File: config.mk
export PLATFORM = sky130hd
export DESIGN_NAME = fsm_vedacao_flat
export DESIGN_NICKNAME = d
export VERILOG_FILES = /design/src/rtl/fsm_vedacao_if.sv /design/src/rtl/fsm_vedacao.sv /design/src/flat_wrapper.sv
export SDC_FILE = /design/constraint.sdc
export NUM_CORES = 1
export LEC_CHECK = 0
export CORE_MARGIN = 2
export CORE_UTILIZATION = 50
export CTS_CLUSTER_SIZE = 25
export DETAILED_ROUTE_END_ITERATION = 8
export PLACE_DENSITY = 0.78
export RECOVER_POWER = 25
export REMOVE_ABC_BUFFERS = 1
export SLEW_MARGIN = 20
export SYNTH_ARGS = -nofsm -noshare
export SYNTH_HDL_FRONTEND = slang
export SYNTH_SLANG_ARGS = --single-unit
File: constraint.sdc
create_clock -name clk -period 7.5 [get_ports clk]
set_clock_uncertainty 0.2 [all_clocks]
set_input_delay 1.5 -clock clk [delete_from_list [all_inputs] [get_ports clk]]
set_output_delay 1.5 -clock clk [all_outputs]
set_load 0.005 [all_outputs]
File: src/rtl/fsm_vedacao_if.sv
// Handshake and status bundle between the master sequencer and the sealing station.
// The master drives the request and refill pulse; the station returns completion and stock status.
interface fsm_vedacao_if;
   logic       cmd_vedar;
   logic       recarga;
   logic       vedacao_concluida;
   logic       atuador_vedacao;
   logic       alarme_rolha;
   logic       alerta_baixo;
   logic [6:0] contagem_rolhas;

   modport master (
      output cmd_vedar,
      output recarga,
      input  vedacao_concluida,
      input  atuador_vedacao,
      input  alarme_rolha,
      input  alerta_baixo,
      input  contagem_rolhas
   );

   modport slave (
      input  cmd_vedar,
      input  recarga,
      output vedacao_concluida,
      output atuador_vedacao,
      output alarme_rolha,
      output alerta_baixo,
      output contagem_rolhas
   );
endinterface

File: src/rtl/fsm_vedacao.sv
// Sealing station slave FSM: times the actuator for each request and keeps the cork stock.
// Outputs are registered from next-state values, so they track the state registers exactly.
module fsm_vedacao #(
   parameter int TEMPO_VEDACAO  = 25000000,
   parameter int ROLHAS_INICIAL = 10,
   parameter int ROLHAS_MAX     = 99,
   parameter int RECARGA_QTD    = 5,
   parameter int LIMIAR_BAIXO   = 2
) (
   input  logic         clk,
   input  logic         reset,
   fsm_vedacao_if.slave bus
);

   typedef enum logic [1:0] {
      IDLE      = 2'd0,
      SEM_ROLHA = 2'd1,
      VEDANDO   = 2'd2,
      CONCLUIDO = 2'd3
   } estado_t;

   localparam logic [25:0] TIMER_FIM   = 26'(TEMPO_VEDACAO - 1);
   localparam logic [7:0]  RECARGA_8   = 8'(RECARGA_QTD);
   localparam logic [7:0]  MAX_8       = 8'(ROLHAS_MAX);
   localparam logic [6:0]  INICIAL_7   = 7'(ROLHAS_INICIAL);
   localparam logic [6:0]  LIMIAR_7    = 7'(LIMIAR_BAIXO);

   estado_t     estado_reg,  estado_next;
   logic [25:0] timer_reg,   timer_next;
   logic [6:0]  estoque_reg, estoque_next;
   logic        dec;
   logic [7:0]  soma;

   always_comb begin
      estado_next = estado_reg;
      timer_next  = timer_reg;
      dec         = 1'b0;
      case (estado_reg)
         IDLE: begin
            timer_next = '0;
            if (bus.cmd_vedar) begin
               estado_next = (estoque_reg != 7'd0) ? VEDANDO : SEM_ROLHA;
            end
         end
         SEM_ROLHA: begin
            timer_next = '0;
            if (!bus.cmd_vedar) begin
               estado_next = IDLE;
            end else if (estoque_reg != 7'd0) begin
               estado_next = VEDANDO;
            end
         end
         VEDANDO: begin
            // A dropped request aborts without consuming a cork.
            if (!bus.cmd_vedar) begin
               estado_next = IDLE;
               timer_next  = '0;
            end else if (timer_reg == TIMER_FIM) begin
               estado_next = CONCLUIDO;
               timer_next  = '0;
               dec         = 1'b1;
            end else begin
               timer_next = timer_reg + 26'd1;
            end
         end
         CONCLUIDO: begin
            timer_next = '0;
            if (!bus.cmd_vedar) begin
               estado_next = IDLE;
            end
         end
         default: begin
            estado_next = IDLE;
            timer_next  = '0;
         end
      endcase
   end

   // Refill and decrement may coincide; sum in 8 bits so the ceiling clamp sees any overflow.
   always_comb begin
      soma = {1'b0, estoque_reg} - {7'd0, dec} + (bus.recarga ? RECARGA_8 : 8'd0);
      estoque_next = (soma > MAX_8) ? MAX_8[6:0] : soma[6:0];
   end

   always_ff @(posedge clk) begin
      if (!reset) begin
         estado_reg            <= IDLE;
         timer_reg             <= '0;
         estoque_reg           <= INICIAL_7;
         bus.vedacao_concluida <= 1'b0;
         bus.atuador_vedacao   <= 1'b0;
         bus.alarme_rolha      <= (INICIAL_7 == 7'd0);
         bus.alerta_baixo      <= (INICIAL_7 != 7'd0) && (INICIAL_7 <= LIMIAR_7);
         bus.contagem_rolhas   <= INICIAL_7;
      end else begin
         estado_reg            <= estado_next;
         timer_reg             <= timer_next;
         estoque_reg           <= estoque_next;
         bus.vedacao_concluida <= (estado_next == CONCLUIDO);
         bus.atuador_vedacao   <= (estado_next == VEDANDO);
         bus.alarme_rolha      <= (estoque_next == 7'd0);
         bus.alerta_baixo      <= (estoque_next != 7'd0) && (estoque_next <= LIMIAR_7);
         bus.contagem_rolhas   <= estoque_next;
      end
   end

endmodule
File: src/flat_wrapper.sv
// flat-port wrapper written by rule: the top's interface ports become plain ports
module fsm_vedacao_flat 
#(
   parameter int TEMPO_VEDACAO  = 25000000,
   parameter int ROLHAS_INICIAL = 10,
   parameter int ROLHAS_MAX     = 99,
   parameter int RECARGA_QTD    = 5,
   parameter int LIMIAR_BAIXO   = 2
)
  (clk, reset, bus_cmd_vedar, bus_recarga, bus_vedacao_concluida, bus_atuador_vedacao, bus_alarme_rolha, bus_alerta_baixo, bus_contagem_rolhas);
  fsm_vedacao_if bus_i ();
  input  logic clk;
  input  logic reset;
  input wire logic [$bits(bus_i.cmd_vedar)-1:0] bus_cmd_vedar;
  input wire logic [$bits(bus_i.recarga)-1:0] bus_recarga;
  output wire logic [$bits(bus_i.vedacao_concluida)-1:0] bus_vedacao_concluida;
  output wire logic [$bits(bus_i.atuador_vedacao)-1:0] bus_atuador_vedacao;
  output wire logic [$bits(bus_i.alarme_rolha)-1:0] bus_alarme_rolha;
  output wire logic [$bits(bus_i.alerta_baixo)-1:0] bus_alerta_baixo;
  output wire logic [$bits(bus_i.contagem_rolhas)-1:0] bus_contagem_rolhas;
  assign bus_i.cmd_vedar = bus_cmd_vedar;
  assign bus_i.recarga = bus_recarga;
  assign bus_vedacao_concluida = bus_i.vedacao_concluida;
  assign bus_atuador_vedacao = bus_i.atuador_vedacao;
  assign bus_alarme_rolha = bus_i.alarme_rolha;
  assign bus_alerta_baixo = bus_i.alerta_baixo;
  assign bus_contagem_rolhas = bus_i.contagem_rolhas;
  fsm_vedacao #(.TEMPO_VEDACAO(TEMPO_VEDACAO), .ROLHAS_INICIAL(ROLHAS_INICIAL), .ROLHAS_MAX(ROLHAS_MAX), .RECARGA_QTD(RECARGA_QTD), .LIMIAR_BAIXO(LIMIAR_BAIXO)) u_core (.clk(clk), .reset(reset), .bus(bus_i));
endmodule
==> results of run 1 <==
-- cells by family after synthesis --
logic type,share of synthesized area (%)
buffers and inverters,6.502
flip-flops,37.57
AND/OR/NAND/NOR,25.83
AO/OA/AOI/OAI,9.513
XOR/XNOR,13.00
adder cells (fa/ha/maj),7.586
-- metrics by stage --
step	utilization [%]	hold slack (ns)	cells
floorplan	-	0.2263	226
global placement	55.52	0.2411	290
detailed placement	55.52	0.2508	290
CTS	57.55	0.2678	298
global route	57.40	0.3179	298
finish	57.40	0.2605	298
-- layout make-up --
type,instances,area (µm²)
multi-input combinational,167,1156
tap,50,62.56
sequential,39,780.7
inverter,20,75.07
fill,368,1704
clock buffer,7,76.32
clock inverter,1,5.005
timing repair buffer,14,140.1
-- worst max-delay path, cell delays in order --
cell	delay [ns]
clkdlybuf4s50_1	0.44
and4b_1	0.19
ha_1	0.27
inv_1	0.04
ha_1	0.21
fa_1	0.44
a21o_1	0.23
a311oi_1	0.26
nand3b_1	0.19
a211oi_2	0.09
or4b_1	0.52
-- how the worst max path moves through the flow --
stage,slack [ns],from,end,depth (start not counted)
4_1_cts,3.11,bus_cmd_vedar,u_core.bus.contagem_rolhas[1],11
6_report,3.08,bus_cmd_vedar,u_core.bus.contagem_rolhas[1],11
3_5_place_dp,2.79,bus_cmd_vedar,u_core.bus.contagem_rolhas[1],11
3_3_place_gp,2.88,bus_cmd_vedar,u_core.bus.contagem_rolhas[1],11
2_1_floorplan,3.42,bus_cmd_vedar,u_core.bus.contagem_rolhas[1],10
5_1_grt,2.72,u_core.timer_reg[12],u_core.bus.contagem_rolhas[1],13
-- synth_stat cells, drive strengths merged, types with 3 or more instances --
master	count
nor2	35
xor2	8
a21o	3
inv	20
xnor2	22
nand3	10
and3	3
nand2	9
nor4	7
buf	5
nor3	9
dfxtp	39
nand4	9
a21oi	6
ha	11
-- power groups by stage --
stage / clock [µW] / sequential, µW / combinational, µW
5_1_grt: 144 / 245 / 384
6_report: 132 / 242 / 346
3_5_place_dp: 0 / 247 / 345
4_1_cts: 137 / 243 / 348
2_1_floorplan: 0 / 244 / 263
3_3_place_gp: 0 / 247 / 340
-- routing by layer --
metal | GRT usage (%) | up-vias | wire [µm]
met2 | 28.13 | 27 | 1575
li1 | - | 831 | -
met3 | 4.276 | 6 | 146
met1 | 23.71 | 703 | 1863
met4 | 8.250 | 0 | 64
met5 | 0 | - | 0
==> impl_metrics.ini, run 1 <==
[synthesis]
synth-edff-count = 0
synth_cells = 233
yosysWarningCount = 0
synth_flop_cell = dfxtp_1
avgSynthCellArea_um2 = 8.919
yosysSeqAreaShare_pct = 37.57
yosysTopAreaCell = dfxtp_1
syn_area_mm2 = 0.002078
netlist.area_leader.share_pct = 37.57
yosysUniqueCellTypes = 53
synthTopCellsByArea = dfxtp_1 (38%), xnor2_1 (8.9%), ha_1 (6.6%)
synth-seq-cells = 39
async_reset_ff_share_pct = 0

[clocking]
root_buffer = clkbuf_8
cts_num_sinks = 39
h-tree-depth = 2
clkTransAtPathRegs_ns = 0.07
postCtsSetupBuffers = 0
cts_hold_buf = 0
cts-buffers-inserted = 5
cts_tree = built
clkLatencyLatePin_ns = 0.28
cts-resized-gates = 0
clock_path_buffers = 2

[global_route]
antenna_found_initial = 0
grt-ovfl-total = 0
grt_usage_pct = 18.13
grt_pass1_vias = 1501
grt_max_degree = 27
grt_pass1_wl_um = 6417

[placed_design]
dpl.hpwl_um = 2624
gp_congestion = 0.8055
dp_slack_ns = 2.787
port_buffers = 14
placed_area_mm2 = 0.002221

[flow_run]
max-cap-violations = 0

[min_path]
hold_class = reg -> reg
min_from = u_core.timer_reg[0]
min_path_cells = 1
min_to = u_core.timer_reg[0]

[timing]
tightest_slew_ns = 0.8827
fin_crit_sh_pct = 58.92
fmax_mhz = 226.3
max_slew_margin_pct = 41.15
fin_tns_setup_ns = 0
hold_viol = 0
finalMaxSlewViolations = 0
period_needed_ns = 4.419
setup_violations = 0
rsz0062_at_grt = false
fin_ws_ns = 3.081

[die]
initial_core_util_pct = 51.95
dieArea_mm2 = 0.004688
io_pins = 15
core-area_mm2 = 0.004000
die_w_um = 68.47
fp.dieH_um = 68.47
rows = 23

[routing]
ant_nets = 0
wl_um = 3650
drc = 0
vias = 1567
wl_per_cell_um = 12.25
drt_iter0_drc = 57
vias_per_cell = 5.258
dr.pass1.iters = 4

[final_layout]
layout.nets = 263
largest_reg_flops = 26
fin_area_mm2 = 0.002296
syn2layout_area_growth_pct = 10.48
final_common_cell = dfxtp_1
drive_above_1_share_pct = 5.645
diodes = 0
layout_common_cells = dfxtp_1 (39), nor2_1 (35), xnor2_1 (21)

[worst_setup_path]
arrival_ns = 4.38
cp_max_fo = 5
cp-start-kind = input port
r2r_end = u_core.bus.contagem_rolhas[1]
worst-setup-path-type = in -> reg
required_ns = 7.46
r2r_setup_slack_ns = 3.11
crit_path_end_kind = flip-flop
reg2regPathDepth = 13
r2r-start = u_core.timer_reg[12]

[pwr]
power.density_mw_per_mm2 = 313.9
internal_power_uw = 450.6
leakage_uw = 0.0008255
p_clk_share_pct = 18.4
max-vdd-ir-drop_v = 0.0002440
p_seq_share_pct = 33.6
power_uw = 720.7
power.switching_uw = 270.1
swShare_pct = 37.48
pwr-share-comb_pct = 48.0

[status]
status = complete, no violations
Note: power is estimated with default switching activity, not from simulation.
==> run 2, diff against run 1 <==
--- a/config.mk
+++ b/config.mk
@@ -9,7 +9,7 @@
 export CORE_UTILIZATION = 50
 export CTS_CLUSTER_SIZE = 25
 export DETAILED_ROUTE_END_ITERATION = 8
-export PLACE_DENSITY = 0.78
+export PLACE_DENSITY = 0.8
 export RECOVER_POWER = 25
 export REMOVE_ABC_BUFFERS = 1
 export SLEW_MARGIN = 20
==> constraint.sdc (replaced) <==
create_clock -name clk -period 3.82 [get_ports clk]
set_clock_uncertainty 0.2 [all_clocks]
set_input_delay 0.764 -clock clk [delete_from_list [all_inputs] [get_ports clk]]
set_output_delay 0.764 -clock clk [all_outputs]
set_load 0.005 [all_outputs]
==> impl_metrics.ini, run 2 (synthesis gave the netlist of run 1 again) <==
[worst_setup_path]
required_ns = 3.80
r2r_setup_slack_ns = 0.05
worst-setup-path-type = reg -> reg
r2r-start = u_core.timer_reg[14]
r2r_end = u_core.bus.contagem_rolhas[1]
reg2regPathDepth = 12
cp-start-kind = flip-flop
cp_max_fo = 3
crit_path_end_kind = flip-flop
arrival_ns = 3.75

[final_layout]
drive_above_1_share_pct = 16.03
register_area_um2 = 783.3
multi_input_area_mm2 = 0.001230
diodes = 0
layout_common_cells = dfxtp_1 (37), nor2_1 (35), xnor2_1 (21)
syn2layout_area_growth_pct = 20.71
largest_reg_flops = 26
fin_area_mm2 = 0.002509
final_common_cell = dfxtp_1
layout.nets = 277
fill_cells = 350

[pwr]
power_uw = 1649
max-vdd-ir-drop_v = 0.0004730
leakage_uw = 0.0009083
power.density_mw_per_mm2 = 657.5

[clocking]
clock_path_buffers = 2
h-tree-depth = 2
clkTransAtPathRegs_ns = 0.08
cts_num_sinks = 39
clkLatencyLatePin_ns = 0.30
cts-buffers-inserted = 5
cts_hold_buf = 0
root_buffer = clkbuf_8
cts_tree = built

[die]
dieArea_mm2 = 0.004688
core-area_mm2 = 0.004000
io_pins = 15
fp.dieH_um = 68.47
initial_core_util_pct = 51.95
die_w_um = 68.47
rows = 23

[global_route]
antenna_found_initial = 0
grt_pass1_vias = 1593
grt_pass1_wl_um = 6962
grt-ovfl-total = 0
grt_usage_pct = 20.21
grt_max_degree = 27

[timing]
max_slew_margin_pct = 42.89
fmax_mhz = 265.2
setup_violations = 0
hold_viol = 0
fin_crit_sh_pct = 98.71
fin_tns_setup_ns = 0
period_needed_ns = 3.771
tightest_slew_ns = 0.8567
finalMaxSlewViolations = 0
rsz0062_at_grt = true

[min_path]
hold_class = reg -> reg
min_to = u_core.timer_reg[0]
min_path_cells = 1
min_from = u_core.timer_reg[0]

[placed_design]
dpl.hpwl_um = 2917
gp_congestion = 0.8398
port_buffers = 14
placed_area_mm2 = 0.002318

[routing]
vias_per_cell = 5.391
ant_nets = 0
dr.pass1.iters = 4
drc = 0
wl_um = 4111
vias = 1682
wl_per_cell_um = 13.18
drt_iter0_drc = 104

[flow_run]
max-cap-violations = 0

[status]
status = complete, no violations
run 2: changes by cell type in the layout (fill, tap and decap cells not counted), sizes merged:
cell | before | now
bufinv | 0 | 1
buf | 0 | 14
clkbuf | 7 | 5
dlygate4sd3 | 9 | 0
clkdlybuf4s50 | 5 | 14
clkinv | 1 | 2
run 2: repair_timing:
action                     CTS  global route
setup endpoints to repair    0             7
setup buffers                0             1
gates resized for setup      0            14
run 2: worst max path at each step:
stage | to | start | slack, ns
5_1_grt | u_core.bus.alarme_rolha | u_core.timer_reg[8] | -0.13
3_3_place_gp | u_core.bus.contagem_rolhas[1] | bus_cmd_vedar | 0.06
3_5_place_dp | u_core.bus.contagem_rolhas[1] | bus_cmd_vedar | -0.01
4_1_cts | u_core.bus.contagem_rolhas[1] | u_core.timer_reg[0] | 0.04
2_1_floorplan | u_core.bus.contagem_rolhas[1] | u_core.timer_reg[11] | -0.03
6_report | u_core.bus.contagem_rolhas[1] | u_core.timer_reg[14] | 0.05
run 2: layout make-up:
| cell class | count | area share [%] |
|---|---|---|
| timing repair buffer | 28 | 9.776 |
| clock inverter | 3 | 1.746 |
| sequential | 39 | 31.22 |
| inverter | 20 | 2.993 |
| multi-input combinational | 167 | 49.03 |
| clock buffer | 5 | 2.743 |
| tap | 50 | 2.494 |
run 2: routing by layer:
metal	vias up	share of wire, %	GRT usage (%)
met1	791	46	25.69
li1	861	-	-
met5	-	0	0
met3	9	3.3	4.770
met4	0	1.8	8.750
met2	21	48	32.45
run 2: power by group:
group	internal [µW]	leakage [µW]	switching [µW]
Clock	194	0.0000581	151
Combinational	416	0.000533	412
Sequential	441	0.000317	35.7
Total	1050	0.000908	599
run 2: worst max-delay path, cell delays in order, from the launching register on:
cell,delay (ns)
dfxtp_1,0.35
nand4_1,0.15
or4_4,0.45
nor4_4,0.33
and4b_1,0.28
ha_4,0.14
inv_1,0.08
ha_4,0.22
a211o_1,0.28
a211o_1,0.28
a31o_2,0.28
xnor2_2,0.14
or4b_1,0.46
run 2: metrics by stage:
| step | setup slack [ns] | instances | util [%] | hold WS [ns] |
|---|---|---|---|---|
| after floorplan | -0.02566 | 226 | - | 0.2263 |
| final | 0.04911 | 312 | 62.71 | 0.2610 |
| after detailed placement | -0.01144 | 303 | 57.96 | 0.2491 |
| after global placement | 0.06428 | 303 | 57.96 | 0.2417 |
| after global routing | -0.1259 | 312 | 62.71 | 0.3058 |
| after CTS | 0.03530 | 311 | 60.78 | 0.2654 |
==> run 3, diff against run 2 <==
--- a/config.mk
+++ b/config.mk
@@ -9,9 +9,9 @@
 export CORE_UTILIZATION = 50
 export CTS_CLUSTER_SIZE = 25
 export DETAILED_ROUTE_END_ITERATION = 8
+export HOLD_SLACK_MARGIN = 0.08
 export PLACE_DENSITY = 0.8
 export RECOVER_POWER = 25
-export REMOVE_ABC_BUFFERS = 1
 export SLEW_MARGIN = 20
 export SYNTH_ARGS = -nofsm -noshare
 export SYNTH_HDL_FRONTEND = slang
==> impl_metrics.ini, run 3 (synthesis gave the netlist of run 1 again) <==
[status]
status = complete, no violations

[clocking]
cts_num_sinks = 39
cts-buffers-inserted = 5
h-tree-depth = 2
root_buffer = clkbuf_8
clkLatencyLatePin_ns = 0.30
cts_hold_buf = 0
clock_path_buffers = 2
cts_tree = built
clkTransAtPathRegs_ns = 0.08

[worst_setup_path]
required_ns = 3.81
arrival_ns = 3.71
crit_path_end_kind = flip-flop
worst-setup-path-type = reg -> reg
cp_max_fo = 3
cp-start-kind = flip-flop
max_stage_delay_ns = 0.46
cp_slowest_cell = or4_4
cp_cell_sequence = nand4_1 > or4_4 > nor4_4 > and4b_1 > ha_1 > inv_2 > ha_4 > a211o_1 > a211o_1 > a31o_4 > xnor2_2 > or4b_1
path_common_cell = a211o_1
path_buf_inv = 1
crit_family = simple AND/OR/NAND/NOR gates

[routing]
drc = 0
vias_per_cell = 5.384
top_layer_used = met4
vias = 1696
wl_um = 4332
wl_met2_um = 2036
wl_per_cell_um = 13.75
ant_nets = 0
wl_met3_um = 177
dr.pass1.iters = 4
drt_iter0_drc = 117
drt-met1-wl_um = 1989

[final_layout]
layout_common_cells = nor2_1 (35), dfxtp_1 (35), xnor2_1 (21)
syn2layout_area_growth_pct = 22.76
largest_reg_flops = 26
fin_area_mm2 = 0.002551
layout.nets = 280
fill_cells = 317
drive_above_1_share_pct = 16.98
diodes = 0
register_area_um2 = 785.8
multi_input_area_mm2 = 0.001227
fin_util_pct = 63.78

[pwr]
power.density_mw_per_mm2 = 687.6
pwr-share-comb_pct = 49.4
leakage_uw = 0.0009418
p_seq_share_pct = 27.1
internal_power_uw = 1133
swShare_pct = 35.39
max-vdd-ir-drop_v = 0.0005539
p_clk_share_pct = 23.5
power.switching_uw = 620.9

[die]
die_w_um = 68.47
rows = 23
dieArea_mm2 = 0.004688
initial_core_util_pct = 51.95
io_pins = 15
core-area_mm2 = 0.004000
fp.dieH_um = 68.47

[global_route]
grt_pass1_vias = 1612
grt-ovfl-total = 0
grt_pass1_wl_um = 7127
antenna_found_initial = 0
grt_usage_pct = 20.63
grt_max_degree = 27

[timing]
setup_violations = 0
fin_tns_setup_ns = 0
max_slew_margin_pct = 38.93
holdWs_ns = 0.3126
hold_viol = 0
fmax_mhz = 268.3
finalMaxSlewViolations = 0
fin_crit_sh_pct = 97.57
period_needed_ns = 3.727
tightest_slew_ns = 0.9160
rsz0062_at_grt = true

[flow_run]
max-cap-violations = 0

[min_path]
hold_class = reg -> reg

[placed_design]
port_buffers = 14
placed_area_mm2 = 0.002326
gp_congestion = 0.8280
dpl.hpwl_um = 2925

[synthesis]
syn-num-nets = 249
[run 3: cell count changes in the layout (fill, tap and decap cells not counted), moves of 2 or more]
cell / before / now
buf_4: 14 / 17
dfxtp_1: 37 / 35
dfxtp_2: 2 / 4
ha_1: 7 / 9
[run 3: layout make-up]
class | count | share of cell area (%)
tap | 50 | 2.452
timing repair buffer | 31 | 10.50
sequential | 39 | 30.80
multi-input combinational | 167 | 48.11
inverter | 20 | 2.943
clock buffer | 6 | 2.845
clock inverter | 2 | 2.354
[run 3: per-layer routing]
metal | global-route usage [%] | up-vias
met4 | 11.25 | 0
li1 | - | 865
met2 | 34.62 | 46
met5 | 0 | -
met1 | 24.19 | 775
met3 | 4.605 | 10
[run 3: repair_timing]
| action | 4_1_cts | 5_1_grt |
|---|---|---|
| pin swaps | 0 | 8 |
| gates resized for setup | 1 | 14 |
| hold endpoints to repair | 0 | 0 |
| setup buffers | 0 | 3 |
| setup endpoints to repair | 1 | 6 |
[run 3: worst min-delay path, cell delays in order (launching register included)]
cell and delay (ns):
dfxtp_1 0.33, o41ai_1 0.08, a21oi_2 0.05
[run 3: power groups by stage]
stage               Clock [µW]  Combinational [µW]  Sequential (µW)
floorplan                    0                 532              479
global placement             0                 767              484
detailed placement           0                 780              484
CTS                        419                 793              475
global route               429                 948              479
finish                     412                 867              475
[run 3: stage by stage]
step                power, µW  setup slack (ns)  cells
floorplan                1011            0.1571    233
global placement         1252           0.04388    304
detailed placement       1263          -0.02174    304
CTS                      1686           0.01555    312
global route             1856          -0.03731    315
finish                   1754           0.09294    315
[run 3: worst paths after layout]
kind | from | end | slack, ns | cells after the start
worst max-delay path | u_core.timer_reg[11] | u_core.bus.contagem_rolhas[1] | 0.09 | 12
worst min-delay path | u_core.timer_reg[25] | u_core.timer_reg[25] | 0.31 | 2
worst min register to register | u_core.timer_reg[25] | u_core.timer_reg[25] | 0.31 | 2
worst max register to register | u_core.timer_reg[11] | u_core.bus.contagem_rolhas[1] | 0.09 | 12
==> RTL edit, RTL diff (config.mk and constraints of run 2) <==
Re-encode `estado_t` (4 values) as one-hot, 4 bits wide.
--- a/src/rtl/fsm_vedacao.sv
+++ b/src/rtl/fsm_vedacao.sv
@@ -13,9 +13,9 @@
 );
 
-   typedef enum logic [1:0] {
-      IDLE      = 2'd0,
-      SEM_ROLHA = 2'd1,
-      VEDANDO   = 2'd2,
-      CONCLUIDO = 2'd3
+   typedef enum logic [3:0] {
+      IDLE      = 4'b0001,
+      SEM_ROLHA = 4'b0010,
+      VEDANDO   = 4'b0100,
+      CONCLUIDO = 4'b1000
    } estado_t;
 
Check against the original RTL: no difference found for any inputs over 10 cycles, from zero or initial values and one cycle with reset low; not proved beyond that.
==> RTL edit against run 2 <==
Critical path depth up 2; design area rose by 6.4%; wire length up 13%; utilization down 1.4 points; critical endpoint is now u_core.estoque_reg[1]$_SDFF_PN1_; highest routed layer unchanged; power grew 12%; area after synthesis up 8.3%; worst setup slack improved by 0.080 ns; sequential cell count rose by 2; combinational power grew 28%; largest power group unchanged.
==> RTL edit: results (changes against run 2) <==
WL per Instance 13.7 um (+4.3%); CTS buffer count 5 (unchanged); Placer Congestion 0.820 (-2.4%); via count 1844 (+9.6%); R2R Setup Slk 0.13 ns (+0.08 ns); outcome completed; Total GRT Usage 18.9% (-1.3 points); Commonest cells post-synth dfxtp_1, nor2_1, xnor2_1; met2 wire len 2200 um (+11%); hpwl dp 3250 um (+12%); met1 Use GR 24.9% (-0.75 points); met3 Use GR 2.56% (-2.2 points); synth top area cells dfxtp_1, xnor2_1, nor2_1; Comb pwr share 57.6% (+7.4 points); CP max stage delay 0.50 ns (+0.04 ns); Max Slew Vio Count 0 (unchanged); worst vdd rail ir drop 334 uV (-29%); WL met3 115 um (-16%); number of global-route vias before repair 1745 (+9.5%); first-pass GRT wire length 7690 um (+10%); Slew @ Worst Pin 0.859 ns (+0.00201 ns); initial antenna violation count 0 (unchanged); worst hold path type flip-flop to flip-flop; Hold Path Depth 1 (unchanged); sequential area share after synthesis 36.5% (-1.1 points); share of cells above drive strength 1 15.0% (-1.0 points); NumNets Final 302 (+9.0%); Hold WS 0.248 ns (-0.0131 ns); GRT met2 Usage 30.2% (-2.2 points); Filler cells 363 (+3.7%); P_sw 0.751 mW (+26%); R2R depth 14 (+2); wl on met1 2220 um (+16%); diode count 0 (unchanged); Starting DRT DRC Count 118 (+13%); CP Launch Type flip-flop; P_leak 0.955 nW (+5.1%); crit path to u_core.estoque_reg[1]$_SDFF_PN1_; Clk. pwr 0.284 mW (-18%)
-- RTL edit: cell count changes in the layout (fill, tap and decap cells not counted), moves of 3 or more --
cell	run 2	this run
nand2_1	9	13
o21ai_0	2	5
dlygate4sd3_1	0	7
nor2_1	35	40
nor4_1	6	10
nand4_1	8	3
nor2b_1	1	4
clkdlybuf4s50_1	14	7
ha_1	7	10
-- RTL edit: critical path: cells and delay by family (launching register included) --
family	cells	cell delay (ns)
AOI/OAI and AO/OA	3	0.60
buffers and inverters	2	0.20
adders and majority gates	3	0.59
DFF	1	0.35
and+or+nand+nor	6	1.64
-- RTL edit: per-stage QoR --
stage          utilization (%)  power, mW  cell area [um^2]  cells  setup WS, ns
2_1_floorplan                -       1.19              2210    250        0.0846
3_5_place_dp              57.8       1.49              2520    330       -0.0959
5_1_grt                   61.3       1.95              2670    339       -0.0362
6_report                  61.3       1.85              2670    339         0.129
4_1_cts                   59.8       1.78              2600    338       0.00685
3_3_place_gp              57.8       1.47              2520    330       -0.0464
-- RTL edit: cell families after synthesis --
kind of cell / count (synthesis) / synth area share (%)
AOI/OAI and AO/OA: 32 / 12.7
xor gates and xnor gates: 29 / 11.6
adders and majority gates: 12 / 7.00
buffers and inverters: 28 / 5.50
DFF: 41 / 36.5
and+or+nand+nor: 115 / 26.7
-- RTL edit: final cells by class --
cell class	count	area [um^2]	share of cell area [%]
Clock buffer	5	68.8	2.58
Timing Repair Buffer	29	249	9.33
Tap cell	52	65.1	2.44
Inverter	21	78.8	2.95
Sequential cell	41	823	30.8
Multi-Input combinational cell	188	1370	51.2
Clock inverter	3	17.5	0.656
-- RTL edit: repair_timing --
item | in CTS | in global routing
setup endpoints to repair | 0 | 7
gates resized for setup | 0 | 14
setup buffers | 0 | 1
